[config.mk]
export PLATFORM = sky130hd
export DESIGN_NAME = alu_req_queue
export DESIGN_NICKNAME = d
export VERILOG_FILES = /design/src/rtl/alu_pkg.sv /design/src/rtl/alu_req_mem.sv /design/src/rtl/alu_req_queue.sv
export SDC_FILE = /design/constraint.sdc
export NUM_CORES = 1
export LEC_CHECK = 0
export ABC_CLOCK_PERIOD_IN_PS = 12800
export BUFFER_PORTS_ARGS = -buffer_cell sky130_fd_sc_hd__buf_2
export CAP_MARGIN = 20
export CORE_UTILIZATION = 32
export DETAILED_ROUTE_END_ITERATION = 8
export GPL_TIMING_DRIVEN = 0
export HOLD_SLACK_MARGIN = 0.02
export SYNTH_ARGS = -nofsm -noshare
export SYNTH_HDL_FRONTEND = slang
export SYNTH_SLANG_ARGS = --single-unit
export TNS_END_PERCENT = 50
[constraint.sdc]
create_clock -name clk -period 12.8 [get_ports clk]
set_input_delay 2.56 -clock clk [delete_from_list [all_inputs] [get_ports clk]]
set_output_delay 2.56 -clock clk [all_outputs]
set_load 0.02 [all_outputs]
[src/rtl/alu_pkg.sv]
// Shared ALU opcode definitions and request bundle.
// Used by alu_req_queue, alu_req_mem and the ALU itself.
package alu_pkg;

  localparam logic [2:0] OP_ADD = 3'b000;
  localparam logic [2:0] OP_SUB = 3'b001;
  localparam logic [2:0] OP_XOR = 3'b010;
  localparam logic [2:0] OP_AND = 3'b110;
  localparam logic [2:0] OP_OR  = 3'b111;

  typedef struct packed {
    logic [63:0] in1;
    logic [63:0] in2;
    logic [2:0]  op;
  } alu_req_t;

  function automatic logic op_legal(input logic [2:0] op);
    logic ok;
    ok = 1'b0;
    unique case (1'b1)
      (op == OP_ADD): ok = 1'b1;
      (op == OP_SUB): ok = 1'b1;
      (op == OP_XOR): ok = 1'b1;
      (op == OP_AND): ok = 1'b1;
      (op == OP_OR):  ok = 1'b1;
      default:        ok = 1'b0;
    endcase
    return ok;
  endfunction

endpackage

[src/rtl/alu_req_mem.sv]
// Request storage for alu_req_queue: register array,
// sync write, async read, synchronous clear on reset.
module alu_req_mem
  import alu_pkg::*;
#(
  parameter int DEPTH = 4,
  parameter int AW    = $clog2(DEPTH)
) (
  input  logic          clk,
  input  logic          rstn,
  input  logic          we,
  input  logic [AW-1:0] waddr,
  input  alu_req_t      wdata,
  input  logic [AW-1:0] raddr,
  output alu_req_t      rdata
);

  alu_req_t mem [DEPTH];

  // clear all entries on reset, else write the tail entry
  always_ff @(posedge clk) begin
    if (!rstn) begin
      for (int i = 0; i < DEPTH; i++) begin
        mem[i] <= '0;
      end
    end else if (we) begin
      mem[waddr] <= wdata;
    end
  end

  assign rdata = mem[raddr];

endmodule

[src/rtl/alu_req_queue.sv]
// Request FIFO in front of the 64-bit ALU; drops illegal ops.
// Optional ALU_REQ_BYPASS_EN: zero-latency path when empty.
module alu_req_queue
  import alu_pkg::*;
#(
  parameter int DEPTH = 4,
  parameter int CNT_W = 8
) (
  input  logic                     clk,
  input  logic                     rstn,
  input  logic                     req_valid,
  output logic                     req_ready,
  input  logic [63:0]              req_in1,
  input  logic [63:0]              req_in2,
  input  logic [2:0]               req_op,
  output logic [63:0]              alu_in1,
  output logic [63:0]              alu_in2,
  output logic [2:0]               alu_op,
  output logic                     alu_in_valid,
  input  logic                     alu_in_ready,
  output logic [$clog2(DEPTH):0]   count,
  output logic [CNT_W-1:0]         drop_cnt
);

  localparam int AW = $clog2(DEPTH);
  localparam int CW = AW + 1;

  logic [AW-1:0]    wr_ptr;
  logic [AW-1:0]    rd_ptr;
  logic [CW-1:0]    cnt;
  logic [CNT_W-1:0] drops;
  logic             legal;
  logic             accept;
  logic             not_empty;
  logic             byp;
  logic             push;
  logic             pop;
  alu_req_t         req;
  alu_req_t         head;

  assign req       = '{in1: req_in1, in2: req_in2, op: req_op};
  assign legal     = op_legal(req_op);
  assign not_empty = (cnt != '0);
  assign req_ready = (cnt != CW'(DEPTH));
  assign accept    = req_valid & req_ready;

`ifdef ALU_REQ_BYPASS_EN
  assign byp = ~not_empty & req_valid & legal;
`else
  assign byp = 1'b0;
`endif

  assign pop  = not_empty & alu_in_ready;
  assign push = accept & legal & ~(byp & alu_in_ready);

  assign alu_in_valid = not_empty | byp;
  assign alu_in1      = byp ? req.in1 : head.in1;
  assign alu_in2      = byp ? req.in2 : head.in2;
  assign alu_op       = byp ? req.op  : head.op;
  assign count        = cnt;
  assign drop_cnt     = drops;

  alu_req_mem #(
    .DEPTH (DEPTH),
    .AW    (AW)
  ) u_mem (
    .clk   (clk),
    .rstn  (rstn),
    .we    (push),
    .waddr (wr_ptr),
    .wdata (req),
    .raddr (rd_ptr),
    .rdata (head)
  );

  // pointers and occupancy; reset wins over any handshake
  always_ff @(posedge clk) begin
    if (!rstn) begin
      wr_ptr <= '0;
      rd_ptr <= '0;
      cnt    <= '0;
    end else begin
      if (push) wr_ptr <= wr_ptr + AW'(1);
      if (pop)  rd_ptr <= rd_ptr + AW'(1);
      unique case ({push, pop})
        2'b10:   cnt <= cnt + CW'(1);
        2'b01:   cnt <= cnt - CW'(1);
        default: cnt <= cnt;
      endcase
    end
  end

  // saturating count of accepted illegal-op requests
  always_ff @(posedge clk) begin
    if (!rstn) begin
      drops <= '0;
    end else if (accept & ~legal & (drops != '1)) begin
      drops <= drops + CNT_W'(1);
    end
  end

endmodule

==> results.ini, run 1 <==
[cts]
cts_buffers=60
htree_levels=2
cts-resized-gates=0
cts_setup_buffers=0
clk_latency_ns=0.61
clock_sinks=541
cts_hold_buffers=0
clk_pin_slew_ns=0.05
cts_tree=built
clockBufferDepth=3
cts-root-buf=clkbuf_16

[power_and_ir_drop]
powerDensity_nw_per_um2=175
leakage_nw=10.6
p_total_w=0.00495
ir_drop_mv=0.0960

[global_route]
antenna_found_initial=9
grt_pass1_wl_um=87200
grt_usage=0.160
overflow=0
grt_max_degree=52
grt_pass1_vias=13500

[finish]
nets=1867
area_growth_pct=21.5
fin_cells=2727
drive_gt1_frac=0.323
multi_input_area_um2=6790
fillerInstances=6722
stdcell_area_um2=28300
seq_area_um2=16100

[critical_path]
crit_family=buffers and inverters
worst_ep_required_time_ns=10.24
worstRegToRegCells=6
crit_chain=clkbuf_1 > clkbuf_1 > buf_8 > buf_1 > mux4_2 > buf_2
worst-path-buf-inv=5
startpoint_type=register
cpMostUsedCell=clkbuf_1
worstSetupPathType=register to primary output
max_stage_delay_ns=0.58
cp.depth=6
cp-end-kind=primary output
cpMaxStageDelayCell=buf_1
cp_max_fo=10
worstPathArrival_ns=3.05

[hold_path]
hold_depth=2
min_path_type=register to register

[route]
finalWirelength_um=59100
vias_per_cell=4.69
wl_per_cell_um=21.7
drcViolationCount=0
drt_iter0_drc=808
dr.pass1.iters=5
detail-route-antenna-nets=0
num_vias=12800

[die]
initial_core_util=0.325
ioPinCount=279
core_area_um2=71700
dieHeight_um=272
dieArea_um2=73900
die_w_um=272
row_count=98

[logic_synthesis]
ys_seq_area_frac=0.690
synth_edf_count=524
netlist.area_leader.share=0.675
synth_common_cells=and2_1, edfxtp_1, mux4_2
synthesis.nets=1502
synth_top_area_cell=edfxtp_1
synth_cell_types=40
syn_avg_cell_area_um2=17.1
netlist_top_cells_area=edfxtp_1, and2_1, mux4_2
synthFlopType=edfxtp_1
synthArstFlopShare=0
ys_warn_count=0
synth-seq-cells=541
synthesis.area_um2=23300
synthCells=1364

[placed_design]
place_area_um2=26500
dp_cells=2617
dp_hpwl_um=39100
port_buffers=278
place.gp.congestion=0.725

[sta]
fin_skew_ns=0.0148
slew_headroom=0.417
layout_min_cycle_time_ns=5.61
clock.fmax_ghz=0.178
drv_slew=0
hold_viol=0
tightest_slew_ns=0.875
setup_viol=0
finalCritPeriodShare=0.438
rsz0062_at_grt=false
whs_ns=0.505
setup_tns_ns=0

[flow_run]
drv_cap=0

[outcome]
status=complete, no violations

## layout by cell type (no fill, tap or decap), types with 2 or more instances in the layout
| master | n |
|---|---|
| clkbuf_2 | 18 |
| clkbuf_1 | 44 |
| xnor2_1 | 2 |
| xor2_1 | 3 |
| buf_16 | 10 |
| o211ai_1 | 2 |
| o311ai_0 | 2 |
| ha_1 | 2 |
| nand2b_1 | 3 |
| o21ai_4 | 3 |
| dfxtp_1 | 17 |
| buf_1 | 8 |
| diode_2 | 4 |
| and2_1 | 524 |
| clkinv_1 | 15 |
| edfxtp_1 | 524 |
| buf_2 | 293 |
| clkinv_2 | 8 |
| a21oi_1 | 6 |
| clkinvlp_4 | 4 |
| mux4_2 | 131 |
| o41ai_1 | 2 |
| nor4_4 | 2 |
| clkbuf_16 | 61 |
| buf_4 | 19 |
| o31ai_1 | 3 |
| bufinv_16 | 3 |
| o21ai_0 | 3 |
| nor2_1 | 9 |
| buf_12 | 14 |
| nand2_1 | 7 |
| nand3_1 | 2 |
| or3_1 | 6 |
| inv_1 | 6 |
## layout make-up
cell class,instances,share of cell area
antenna,4,0.000354
tap,950,0.0420
sequential,541,0.568
buffer,89,0.0158
clock buffer,76,0.0559
inverter,7,0.000928
timing repair buffer,303,0.0693
multi-input combinational,727,0.240
clock inverter,30,0.00782
## per-layer routing
layer | up-vias | routed length, µm | global-route usage
met5 | - | 70 | 0
met4 | 12 | 1020 | 0.0361
met3 | 87 | 3710 | 0.0396
met2 | 276 | 29800 | 0.275
met1 | 6588 | 24500 | 0.204
li1 | 5830 | - | -
## where the power goes
group	internal (W)	leakage [nW]	total [W]	switching, W
Sequential	0.00210	5.58	0.00213	0.0000371
Combinational	0.000497	4.18	0.00120	0.000700
Clock	0.000925	0.870	0.00161	0.000690
## worst min-delay path, delay by kind of cell (launching register included)
family,cells,cell delay [ns]
DFF,1,0.34
and+or+nand+nor,1,0.06
muxes,1,0.05
## kinds of logic after synthesis
kind of cell               Yosys count  share of synthesized area
DFF                                541                      0.690
buffers and inverters               96                     0.0203
and+or+nand+nor                    564                      0.152
muxes                              132                      0.127
adders and majority gates            3                    0.00193
xor gates and xnor gates             5                    0.00188
AOI/OAI and AO/OA                   23                    0.00639
## path summary, 6_finish.rpt
check,start,endpoint,slack (ns)
min,drop_cnt[5],drop_cnt[5],0.51
max,register,alu_in2[47],7.19
max reg2reg,count[0],u_mem.mem[0][90],9.54
min reg2reg,drop_cnt[5],drop_cnt[5],0.51
## registers in the layout (all words and copies together), names as in the netlist, named ones only
name,flops
u_mem.mem,524
rd_ptr,2
drop_cnt,8
wr_ptr,2
count,3
## per-stage QoR
stage,worst slack (ns),util
3_5_place_dp,7.07,0.369
2_1_floorplan,-0.514,-
4_1_cts,6.95,0.394
5_1_grt,6.92,0.394
3_3_place_gp,-10.34,0.361
6_report,7.19,0.395
No activity file was read; power rests on OpenSTA's default activity.
==> inputs of run 2 (changes only) <==
--- a/config.mk
+++ b/config.mk
@@ -5,7 +5,7 @@
 export SDC_FILE = /design/constraint.sdc
 export NUM_CORES = 1
 export LEC_CHECK = 0
-export ABC_CLOCK_PERIOD_IN_PS = 12800
+export ABC_CLOCK_PERIOD_IN_PS = 5200
 export BUFFER_PORTS_ARGS = -buffer_cell sky130_fd_sc_hd__buf_2
 export CAP_MARGIN = 20
 export CORE_UTILIZATION = 32
==> constraint.sdc (replaced) <==
create_clock -name clk -period 5.2 [get_ports clk]
set_input_delay 1.04 -clock clk [delete_from_list [all_inputs] [get_ports clk]]
set_output_delay 1.04 -clock clk [all_outputs]
set_load 0.02 [all_outputs]
==> results.ini, run 2 (synthesized netlist as in run 1, its figures left out) <==
[outcome]
status=complete, no violations  ; unchanged

[route]
dr.pass1.iters=5  ; unchanged
wl_per_cell_um=21.8  ; was 21.7 µm
finalWirelength_um=59700  ; was 59,100 µm
detail-route-antenna-nets=0  ; unchanged
vias_per_cell=4.71  ; was 4.69
drt_iter0_drc=776  ; was 808
num_vias=12900  ; was 12,800
drcViolationCount=0  ; unchanged

[global_route]
overflow=0  ; unchanged
grt_pass1_wl_um=87000  ; was 87,200 µm
antenna_found_initial=12  ; was 9
grt_max_degree=41  ; was 52
grt_usage=0.160  ; about the same
grt_pass1_vias=13600  ; was 13,500

[hold_path]
min_path_type=register to register  ; unchanged

[finish]
drive_gt1_frac=0.330  ; was 0.323
nets=1870  ; was 1,867
fillerInstances=6651  ; was 6,722
largest_register_ffs=524  ; unchanged
fin_cells=2736  ; was 2,727
final_cell_mix=and2_1, edfxtp_1, buf_2  ; unchanged
largest-register=u_mem.mem  ; unchanged
area_growth_pct=22.9  ; was 21.5%

[die]
dieArea_um2=73900  ; unchanged
core_area_um2=71700  ; unchanged
ioPinCount=279  ; unchanged
dieHeight_um=272  ; unchanged
initial_core_util=0.325  ; unchanged
row_count=98  ; unchanged
die_w_um=272  ; unchanged

[sta]
clock.fmax_ghz=0.232
setup_viol=0  ; unchanged
finalCritPeriodShare=0.831
rsz0062_at_grt=false  ; unchanged
setup_tns_ns=0  ; unchanged
fin_skew_ns=0.0198  ; was 0.0148 ns
slew_headroom=0.418  ; was 0.417
tightest_slew_ns=0.873  ; was 0.875 ns
whs_ns=0.504  ; was 0.505 ns
drv_slew=0  ; unchanged
hold_viol=0  ; unchanged
layout_min_cycle_time_ns=4.32

[cts]
cts_buffers=61  ; was 60
clk_pin_slew_ns=0.05  ; about the same
clock_sinks=541  ; unchanged
clockBufferDepth=3  ; unchanged
cts_tree=built  ; unchanged
clk_latency_ns=0.61  ; about the same
cts-resized-gates=0  ; unchanged
htree_levels=2  ; unchanged
cts-root-buf=clkbuf_16  ; unchanged
cts_setup_buffers=0  ; unchanged
cts_hold_buffers=0  ; unchanged

[flow_run]
drv_cap=0  ; unchanged

[power_and_ir_drop]
leakage_nw=10.8  ; was 10.6 nW
powerDensity_nw_per_um2=443  ; was 175 nW/µm²
ir_drop_mv=0.258  ; was 0.0960 mV

[critical_path]
crit_chain=clkbuf_1 > clkbuf_1 > buf_8 > buf_1 > mux4_2 > buf_2  ; unchanged
cpMostUsedCell=clkbuf_1  ; unchanged
cp_max_fo=10  ; unchanged
worstPathArrival_ns=3.28  ; was 3.05 ns
startpoint_type=register  ; unchanged
worstSetupPathType=register to primary output  ; unchanged
cpMaxStageDelayCell=buf_1  ; unchanged
cp-end-kind=primary output  ; unchanged
worst_ep_required_time_ns=4.16  ; was 10.24 ns
max_stage_delay_ns=0.67  ; was 0.58 ns

[placed_design]
dp_cells=2619  ; was 2,617
port_buffers=278  ; unchanged
place.gp.congestion=0.742  ; was 0.725
dp_hpwl_um=39300  ; was 39,100 µm

[run 2: cell count changes in the layout (fill, tap and decap cells not counted), sizes merged]
cell / previous run / this run
bufinv: 3 / 11
inv: 6 / 12
clkbuf: 123 / 120
buf: 345 / 347
clkinvlp: 4 / 2
diode: 4 / 2
[run 2: path summary, 6_finish.rpt]
path	slack [ns]	from	to	cells past startpoint
setup / recovery	0.88	register	alu_in2[41]	6
hold reg to reg	0.50	drop_cnt[7]	drop_cnt[7]	2
hold / removal	0.50	drop_cnt[7]	drop_cnt[7]	2
setup reg to reg	1.76	count[0]	u_mem.mem[0][109]	7
[run 2: area by class of cell]
cell class / count / area, µm² / share of cell area
Buffer: 89 / 447 / 0.0156
Antenna cell: 2 / 5.00 / 0.000175
Tap cell: 950 / 1190 / 0.0415
Clock buffer: 73 / 1570 / 0.0549
Inverter: 7 / 26.3 / 0.000918
Clock inverter: 42 / 505 / 0.0177
Multi-Input combinational cell: 727 / 6790 / 0.237
Timing Repair Buffer: 305 / 2020 / 0.0705
Sequential cell: 541 / 16100 / 0.562
[run 2: where the power goes]
part	internal [W]	switching (W)
Combinational	0.00122	0.00174
Clock	0.00270	0.00177
Sequential	0.00516	0.0000928
[run 2: stage by stage]
step	worst slack, ns	util	power [W]	area, µm²
6_report	0.881	0.399	0.0127	28600
2_1_floorplan	-0.552	-	0.00728	23300
3_5_place_dp	0.821	0.370	0.00839	26500
5_1_grt	0.728	0.399	0.0132	28600
3_3_place_gp	-4.54	0.361	0.00834	25900
4_1_cts	0.702	0.399	0.0129	28600
[run 2: critical path: cells and delay by family, from the launching register on]
kind	cells	cell delay, ns
flip-flops	1	0.30
buffers and inverters	5	1.97
multiplexers	1	0.41
[run 2: per-layer routing]
layer	part of all wire	wire, µm	track usage	vias to the layer above
li1	-	-	-	5833
met4	0.020	1200	0.0384	22
met1	0.39	23400	0.193	6620
met5	0.0022	130	0	-
met2	0.51	30500	0.279	323
met3	0.075	4470	0.0488	101
